### config.mk
export PLATFORM = sky130hd
export DESIGN_NAME = mult_unit
export DESIGN_NICKNAME = d
export VERILOG_FILES = /design/src/rtl/mult_unit.sv
export SDC_FILE = /design/constraint.sdc
export NUM_CORES = 1
export LEC_CHECK = 0
export CELL_PAD_IN_SITES_DETAIL_PLACEMENT = 0
export CELL_PAD_IN_SITES_GLOBAL_PLACEMENT = 1
export CORE_MARGIN = 2
export CORE_UTILIZATION = 42
export CTS_CLUSTER_SIZE = 12
export DETAILED_ROUTE_END_ITERATION = 10
export GPL_TIMING_DRIVEN = 0
export MAX_ROUTING_LAYER = met4
export PLACE_DENSITY = 0.78
export SYNTH_ARGS = -nofsm -noshare
export SYNTH_HDL_FRONTEND = slang
export SYNTH_SLANG_ARGS = --single-unit
### constraint.sdc
create_clock -name clk -period 3.8 [get_ports clk]
set_clock_uncertainty 0.15 [all_clocks]
set_input_delay 0.76 -clock clk [delete_from_list [all_inputs] [get_ports clk]]
set_output_delay 0.76 -clock clk [all_outputs]
set_load 0.02 [all_outputs]
### src/rtl/mult_unit.sv
// Radix-2 shift-add MULT/MULTU engine producing a 2*WIDTH product into hi/lo.
// Signed operands are reduced to magnitudes on entry and the product is negated on exit.
module mult_unit #(
    parameter int WIDTH = 32
) (
    input  logic             clk,
    input  logic             reset,
    input  logic             start,
    input  logic [WIDTH-1:0] a,
    input  logic [WIDTH-1:0] b,
    input  logic             signmult,
    output logic             busy,
    output logic             done,
    output logic [WIDTH-1:0] hi,
    output logic [WIDTH-1:0] lo
);

    localparam int CW = (WIDTH > 1) ? $clog2(WIDTH) : 1;

    localparam logic [1:0] S_IDLE = 2'd0;
    localparam logic [1:0] S_RUN  = 2'd1;
    localparam logic [1:0] S_FIX  = 2'd2;

    logic [1:0]         state_q, state_d;
    logic [CW-1:0]      count_q, count_d;
    logic [2*WIDTH-1:0] prod_q, prod_d;
    logic [WIDTH-1:0]   mcand_q, mcand_d;
    logic               neg_q, neg_d;
    logic               busy_q, busy_d;
    logic               done_q, done_d;
    logic [WIDTH-1:0]   hi_q, hi_d;
    logic [WIDTH-1:0]   lo_q, lo_d;

    logic               sa, sb;
    logic [WIDTH:0]     sum;

    function automatic logic [WIDTH-1:0] neg_w(input logic [WIDTH-1:0] x);
        return ~x + WIDTH'(1);
    endfunction

    function automatic logic [2*WIDTH-1:0] neg_2w(input logic [2*WIDTH-1:0] x);
        return ~x + (2*WIDTH)'(1);
    endfunction

    // Upper half of prod_q is the running partial sum; lower half is the multiplier being shifted out.
    always_comb begin
        state_d = state_q;
        count_d = count_q;
        prod_d  = prod_q;
        mcand_d = mcand_q;
        neg_d   = neg_q;
        busy_d  = busy_q;
        done_d  = 1'b0;
        hi_d    = hi_q;
        lo_d    = lo_q;
        sa      = signmult & a[WIDTH-1];
        sb      = signmult & b[WIDTH-1];
        sum     = {1'b0, prod_q[2*WIDTH-1:WIDTH]}
                + ({1'b0, mcand_q} & {(WIDTH+1){prod_q[0]}});

        case (state_q)
            S_IDLE: begin
                // The done cycle still counts as busy, so a start there is dropped.
                if (done_q) begin
                    busy_d = 1'b0;
                end else if (start) begin
                    mcand_d = sa ? neg_w(a) : a;
                    prod_d  = {{WIDTH{1'b0}}, (sb ? neg_w(b) : b)};
                    neg_d   = sa ^ sb;
                    count_d = '0;
                    busy_d  = 1'b1;
                    state_d = S_RUN;
                end
            end
            S_RUN: begin
                prod_d  = {sum, prod_q[WIDTH-1:1]};
                count_d = count_q + CW'(1);
                if (count_q == CW'(WIDTH-1)) begin
                    state_d = S_FIX;
                end
            end
            S_FIX: begin
                {hi_d, lo_d} = neg_q ? neg_2w(prod_q) : prod_q;
                done_d       = 1'b1;
                state_d      = S_IDLE;
            end
            default: begin
                state_d = S_IDLE;
            end
        endcase
    end

    always_ff @(posedge clk) begin
        if (reset) begin
            state_q <= S_IDLE;
            count_q <= '0;
            prod_q  <= '0;
            mcand_q <= '0;
            neg_q   <= 1'b0;
            busy_q  <= 1'b0;
            done_q  <= 1'b0;
            hi_q    <= '0;
            lo_q    <= '0;
        end else begin
            state_q <= state_d;
            count_q <= count_d;
            prod_q  <= prod_d;
            mcand_q <= mcand_d;
            neg_q   <= neg_d;
            busy_q  <= busy_d;
            done_q  <= done_d;
            hi_q    <= hi_d;
            lo_q    <= lo_d;
        end
    end

    assign busy = busy_q;
    assign done = done_q;
    assign hi   = hi_q;
    assign lo   = lo_q;

endmodule
==> metrics.csv, run 1 <==
stage,metric,value,unit
floorplan,full die area,0.0262,mm2
clock_tree,CTS buffer count,17,
timing,Fmax,0.280,GHz
clock_tree,Worst-Skew Late Latency,440,ps
floorplan,row count,57,
yosys,syn_nets,1429,
critical_path,cells along the critical path,clkbuf_2 -> and2_1 -> ha_1 -> inv_1 -> fa_1 -> nand2b_1 -> a21oi_1 -> o31ai_1 -> o21ai_2 -> a31oi_1 -> or4_1 -> nand3_1,
floorplan,Top-Level Pins,134,
yosys,Post-Syn Area,0.0105,mm2
power_and_ir_drop,Peak VDD IR,0.227,mV
detailed_routing,Final ANT Viol Nets,0,
grt,GRT overflow,0,
placement,# port buffers,132,
yosys,sequential fraction of the synthesis area,32.5,%
finish,Synth-to-Final Area Change,22.7,%
detailed_routing,DR vias/cell,5.59,
grt,GR Util met2,35.7,%
placement,pre-CTS setup slack,-497,ps
finish,most frequent cells in the layout,"dfxtp_1, nand2_1, nor2_1",
timing,Final WS setup,226,ps
clock_tree,worst-case clock buffer depth,2,
yosys,yosys warns,0,
critical_path,CP arrival,3800,ps
critical_path,Critical Path RT,4030,ps
detailed_routing,DRC viols,0,
worst_hold_path,WHS Path Cells,2,
yosys,synthesis-stage register bit count,170,
grt,initial antenna violation count,0,
clock_tree,CTS tree,yes,
yosys,Synth area leaders,"dfxtp_1, xor2_1, nand2_1, nor2_1, a211oi_1",
detailed_routing,WL final,32300,um
yosys,largest family of logic cells by synthesized area,compound AO/OA/AOI/OAI gates,
grt,global-route wire length before repair,51200,um
finish,Fillers,2410,
critical_path,CP max stage cell,or4_1,
yosys,Yosys top cell by area,dfxtp_1,
floorplan,Initial Utilization,42.9,%
finish,layout cells sized above 1,4.58,%
finish,final cell count without fillers,1810,
yosys,number of flops mapped to enable cells by yosys,0,
timing,min Tclk post-route,3570,ps
yosys,Post-Syn Instances,1323,
timing,Setup Viol. Count Final,0,
yosys,Post-Synth Simple-Gate Area,22.5,%
worst_hold_path,worst min path class,reg2reg,
grt,vias in the first global route,9201,
critical_path,Startpoint Class,register,
timing,Slew @ Worst Pin,1130,ps
grt,pin count of the biggest net entering global routing,18,
clock_tree,setup bufs post-CTS,0,
critical_path,CP Class,reg2reg,
critical_path,Critical Path Max Stage Delay,570,ps
timing,fin crit share,94.1,%
finish,Antenna Cells,0,
grt,most used routing layer in global routing,met1,
detailed_routing,DR iter-0 viols,858,
clock_tree,CTS H-tree depth,4,
timing,Max transition margin,24.2,%
floorplan,Die X,162,um
clock_tree,Post-CTS Hold Buffers,0,
yosys,Synth Area in Adders,4.61,%
grt,met1 usage,39.0,%
yosys,top-area cell type share of the netlist area,32.5,%
power_and_ir_drop,Power Dens Cells,352,mW/mm2
floorplan,chip height,162,um
clock_tree,clock root buffer,clkbuf_16,
critical_path,cell count of the worst reg-to-reg path,12,
clock_tree,"Clk pin slew, worst setup/hold paths",70,ps
yosys,Synth Flop Type,dfxtp_1,
detailed_routing,drt pass-1 iters,5,
critical_path,"CP delay by family, top",simple AND/OR/NAND/NOR gates,
timing,hold slack,299,ps
finish,# nets final,1579,
timing,setup TNS,0,ps
placement,Placer Congestion,0.954,
timing,Slew Limit Fails,0,
timing,unrepaired setup endpoints after global routing,no,
floorplan,Core Footprint,0.0244,mm2
job,maxcap violations,0,
placement,Placed Cells,1779,
run_status,status,finished clean,
critical_path,critical path endpoint category,register,
yosys,Compound-Gate Fraction of Synth Area,24.7,%
detailed_routing,Vias,10100,
yosys,post-synthesis mux area share,0.191,%
detailed_routing,Routed WL per cell,17.8,um
yosys,XOR/XNOR Fraction of Synth Area,11.7,%
clock_tree,CTS sink cnt,170,
critical_path,Crit path depth,12,
power_and_ir_drop,Pleak,0.00467,uW
placement,Detailed Place HPWL,25700,um
grt,met3 global-route usage,2.89,%
finish,"commonest non-fill, non-tap cell in the layout",dfxtp_1,
timing,Final Hold Viols,0,
yosys,syn avg cell area,7.92,um2
yosys,post-synth cell types,67,
critical_path,"Max FO, Critical Path",10,
grt,Total GRT Usage,25.4,%
critical_path,buffer and inverter count on the worst path,2,
yosys,"FFs w/ async S/R, synth",0,%
[per-stage QoR]
step                power, uW  util [%]  instance area, um2
floorplan                2380         -               10500
global placement         2650      50.0               12200
detailed placement       2660      50.0               12200
CTS                      4540      52.7               12800
global route             4710      52.7               12900
finish                   4520      52.7               12900
[per-layer routing]
| metal | part of all wire [%] | vias to the layer above |
|---|---|---|
| li1 | - | 5105 |
| met1 | 52 | 4698 |
| met2 | 41 | 301 |
| met3 | 5.9 | 15 |
| met4 | 0.84 | 0 |
| met5 | 0 | - |
[worst min-delay path: stages, from the launching register on]
cell and delay, ps:
dfxtp_1 310, nand2_1 50, o21ai_1 50
[timing repair]
item / in CTS / in global routing
endpoints found under the setup margin: 5 / 3
gates resized for setup: 3 / 2
gates cloned: 0 / 0
[cell type report]
type	instances	area, um2	area share [%]
Sequential cell	170	3400	26.5
Clock buffer	18	439	3.42
Buffer	80	332	2.58
Tap cell	324	405	3.15
Inverter	19	71.3	0.555
Clock inverter	14	205	1.60
Multi-Input combinational cell	1053	6680	51.9
Timing Repair Buffer	132	1320	10.3
[path summary, 6_finish.rpt]
path	startpoint	end	slack, ps
setup / recovery	prod_q[0]$_SDFFE_PP0P_	prod_q[63]$_SDFFE_PP0P_	230
hold / removal	hi[22]$_SDFFE_PP0P_	hi[22]$_SDFFE_PP0P_	300
setup reg to reg	prod_q[0]$_SDFFE_PP0P_	prod_q[63]$_SDFFE_PP0P_	230
hold reg to reg	hi[22]$_SDFFE_PP0P_	hi[22]$_SDFFE_PP0P_	300
[registers in the layout (all words and copies together), names as in the netlist]
name	flops
lo	32
prod_q	64
hi	32
busy	1
count_q	5
done	1
neg_q	1
state_q	2
mcand_q	32
[power breakdown]
group          leakage [uW]  total [uW]  internal [uW]  switching [uW]
combinational       0.00298         695            275             420
clock              0.000311        1900           1080             816
sequential          0.00138        1930           1850            81.8
total               0.00467        4520           3200            1320
[Yosys cell counts, types with 19 or more instances]
cell type  number
a211oi_1       66
a21oi_1        76
a22oi_1        33
and2_1         41
clkbuf_1       72
dfxtp_1       170
ha_1           37
inv_1          19
nand2_1       146
nand3_1        35
nor2_1        138
nor3_1         19
o21ai_0        90
o31ai_1        29
xnor2_1        39
xor2_1        101
[cells by family after synthesis]
group                      Yosys count
and+or+nand+nor                    481
AOI/OAI and AO/OA                  392
DFF                                170
xor gates and xnor gates           140
buffers and inverters              100
adders and majority gates           38
muxes                                2
No activity file was read; power rests on OpenSTA's default activity.
==> run 2, diff against run 1 <==
--- a/config.mk
+++ b/config.mk
@@ -8,12 +8,13 @@
 export CELL_PAD_IN_SITES_DETAIL_PLACEMENT = 0
 export CELL_PAD_IN_SITES_GLOBAL_PLACEMENT = 1
 export CORE_MARGIN = 2
-export CORE_UTILIZATION = 42
+export CORE_UTILIZATION = 45
 export CTS_CLUSTER_SIZE = 12
 export DETAILED_ROUTE_END_ITERATION = 10
 export GPL_TIMING_DRIVEN = 0
 export MAX_ROUTING_LAYER = met4
-export PLACE_DENSITY = 0.78
+export PLACE_DENSITY = 0.83
+export RECOVER_POWER = 25
 export SYNTH_ARGS = -nofsm -noshare
 export SYNTH_HDL_FRONTEND = slang
 export SYNTH_SLANG_ARGS = --single-unit
==> constraint.sdc (replaced) <==
create_clock -name clk -period 4.2 [get_ports clk]
set_clock_uncertainty 0.15 [all_clocks]
set_input_delay 0.84 -clock clk [delete_from_list [all_inputs] [get_ports clk]]
set_output_delay 0.84 -clock clk [all_outputs]
set_load 0.02 [all_outputs]
==> run 2 against run 1 <==
First-iteration DRC count shrank 10%. Register-to-register slack gained 80 ps. Routed wire length shrank 1.6%. Highest routed layer unchanged. Utilization grew 3.5 points.
==> metrics.csv, run 2 (synthesized netlist as in run 1, its figures left out) <==
stage,metric,value,unit
grt,vias in the first global route,9041,
critical_path,Critical Path RT,4420,ps
timing,unrepaired setup endpoints after global routing,no,
grt,pin count of the biggest net entering global routing,17,
placement,Detailed Place HPWL,25200,um
grt,GRT overflow,0,
timing,setup TNS,0,ps
finish,Synth-to-Final Area Change,22.2,%
grt,met1 usage,40.2,%
clock_tree,Post-CTS Hold Buffers,0,
power_and_ir_drop,Pleak,0.00487,uW
placement,DP Area,0.0122,mm2
finish,max FFs per register,64,
timing,min Tclk post-route,3900,ps
timing,hold slack,294,ps
detailed_routing,DRC viols,0,
grt,most used routing layer in global routing,met1,
job,maxcap violations,0,
detailed_routing,DR iter-0 viols,768,
detailed_routing,WL final,31800,um
timing,Slew @ Worst Pin,1050,ps
finish,# nets final,1579,
power_and_ir_drop,Power Dens Cells,314,mW/mm2
detailed_routing,DR vias/cell,5.62,
timing,Fmax,0.257,GHz
clock_tree,CTS buffer count,17,
finish,Biggest register,prod_q,
floorplan,Top-Level Pins,134,
placement,Placer Congestion,0.917,
placement,Placed Cells,1768,
critical_path,"Max FO, Critical Path",10,
grt,met3 global-route usage,4.02,%
run_status,status,finished clean,
grt,GR Util met2,37.8,%
finish,final cell count without fillers,1799,
finish,layout cells sized above 1,4.37,%
clock_tree,Worst-Skew Late Latency,440,ps
finish,design area,0.0128,mm2
finish,Antenna Cells,0,
clock_tree,CTS H-tree depth,4,
floorplan,Core Footprint,0.0228,mm2
timing,Slew Limit Fails,0,
detailed_routing,Routed WL per cell,17.7,um
clock_tree,worst-case clock buffer depth,2,
detailed_routing,drt pass-1 iters,5,
floorplan,Initial Utilization,46.0,%
detailed_routing,Final ANT Viol Nets,0,
finish,utilization after layout,56.2,%
clock_tree,clock root buffer,clkbuf_16,
finish,"commonest non-fill, non-tap cell in the layout",dfxtp_1,
critical_path,CP Class,reg2reg,
floorplan,full die area,0.0245,mm2
clock_tree,CTS sink cnt,170,
clock_tree,"Clk pin slew, worst setup/hold paths",70,ps
floorplan,chip height,157,um
critical_path,critical path endpoint category,register,
critical_path,CP arrival,4120,ps
power_and_ir_drop,Peak VDD IR,0.235,mV
floorplan,row count,55,
finish,most frequent cells in the layout,"dfxtp_1, nand2_1, nor2_1",
critical_path,Startpoint Class,register,
grt,initial antenna violation count,0,
finish,Fillers,2272,
detailed_routing,Vias,10100,
worst_hold_path,worst min path class,reg2reg,
timing,Final Hold Viols,0,
timing,Max transition margin,29.2,%
placement,# port buffers,132,
floorplan,Die X,157,um
clock_tree,CTS tree,yes,
grt,Total GRT Usage,26.8,%
timing,fin crit share,92.8,%
timing,Setup Viol. Count Final,0,
grt,global-route wire length before repair,49900,um
run 2: per-stage QoR:
step | total power (uW) | setup slack, ps
final | 4010 | 303
after global routing | 4180 | 64.0
after CTS | 4030 | 53.3
after detailed placement | 2400 | -114
after global placement | 2400 | -73.3
after floorplan | 2160 | 910
run 2: area by class of cell:
cell class,count,area (um2),area share (%)
Multi-Input combinational cell,1053,6670,52.1
Sequential cell,170,3400,26.6
Timing Repair Buffer,132,1320,10.3
Clock buffer,19,453,3.54
Tap cell,313,392,3.06
Buffer,80,332,2.59
Clock inverter,13,161,1.26
Inverter,19,71.3,0.557
run 2: report_power, final:
part	internal, uW	switching, uW
clock	926	713
sequential	1670	75.2
combinational	249	381
run 2: final timing paths:
check / endpoint / slack, ps / start / cells after the start
hold / removal: hi[18]$_SDFFE_PP0P_ / 290 / hi[18]$_SDFFE_PP0P_ / 2
setup reg to reg: prod_q[63]$_SDFFE_PP0P_ / 300 / prod_q[0]$_SDFFE_PP0P_ / 12
setup / recovery: prod_q[63]$_SDFFE_PP0P_ / 300 / prod_q[0]$_SDFFE_PP0P_ / 12
hold reg to reg: hi[18]$_SDFFE_PP0P_ / 290 / hi[18]$_SDFFE_PP0P_ / 2
run 2: layer usage:
layer | vias up | share of wire (%)
met1 | 4653 | 51
met4 | 0 | 1.0
li1 | 5100 | -
met2 | 337 | 41
met3 | 24 | 6.3
met5 | - | 0
run 2: critical path, stage by stage (launching register included):
cell      delay [ps]
dfxtp_1          630
clkbuf_2         340
and2_1           170
ha_1             160
inv_1             60
fa_1             370
nand2b_1         200
a21oi_1          250
o31ai_1          170
o21ai_1          360
a31oi_1          290
or4_1            580
nand3_1           90
run 2: timing repair:
item,in CTS,in global routing
gates resized for setup,1,2
setup buffers,0,0
setup endpoints to repair,1,3
hold endpoints to repair,0,0
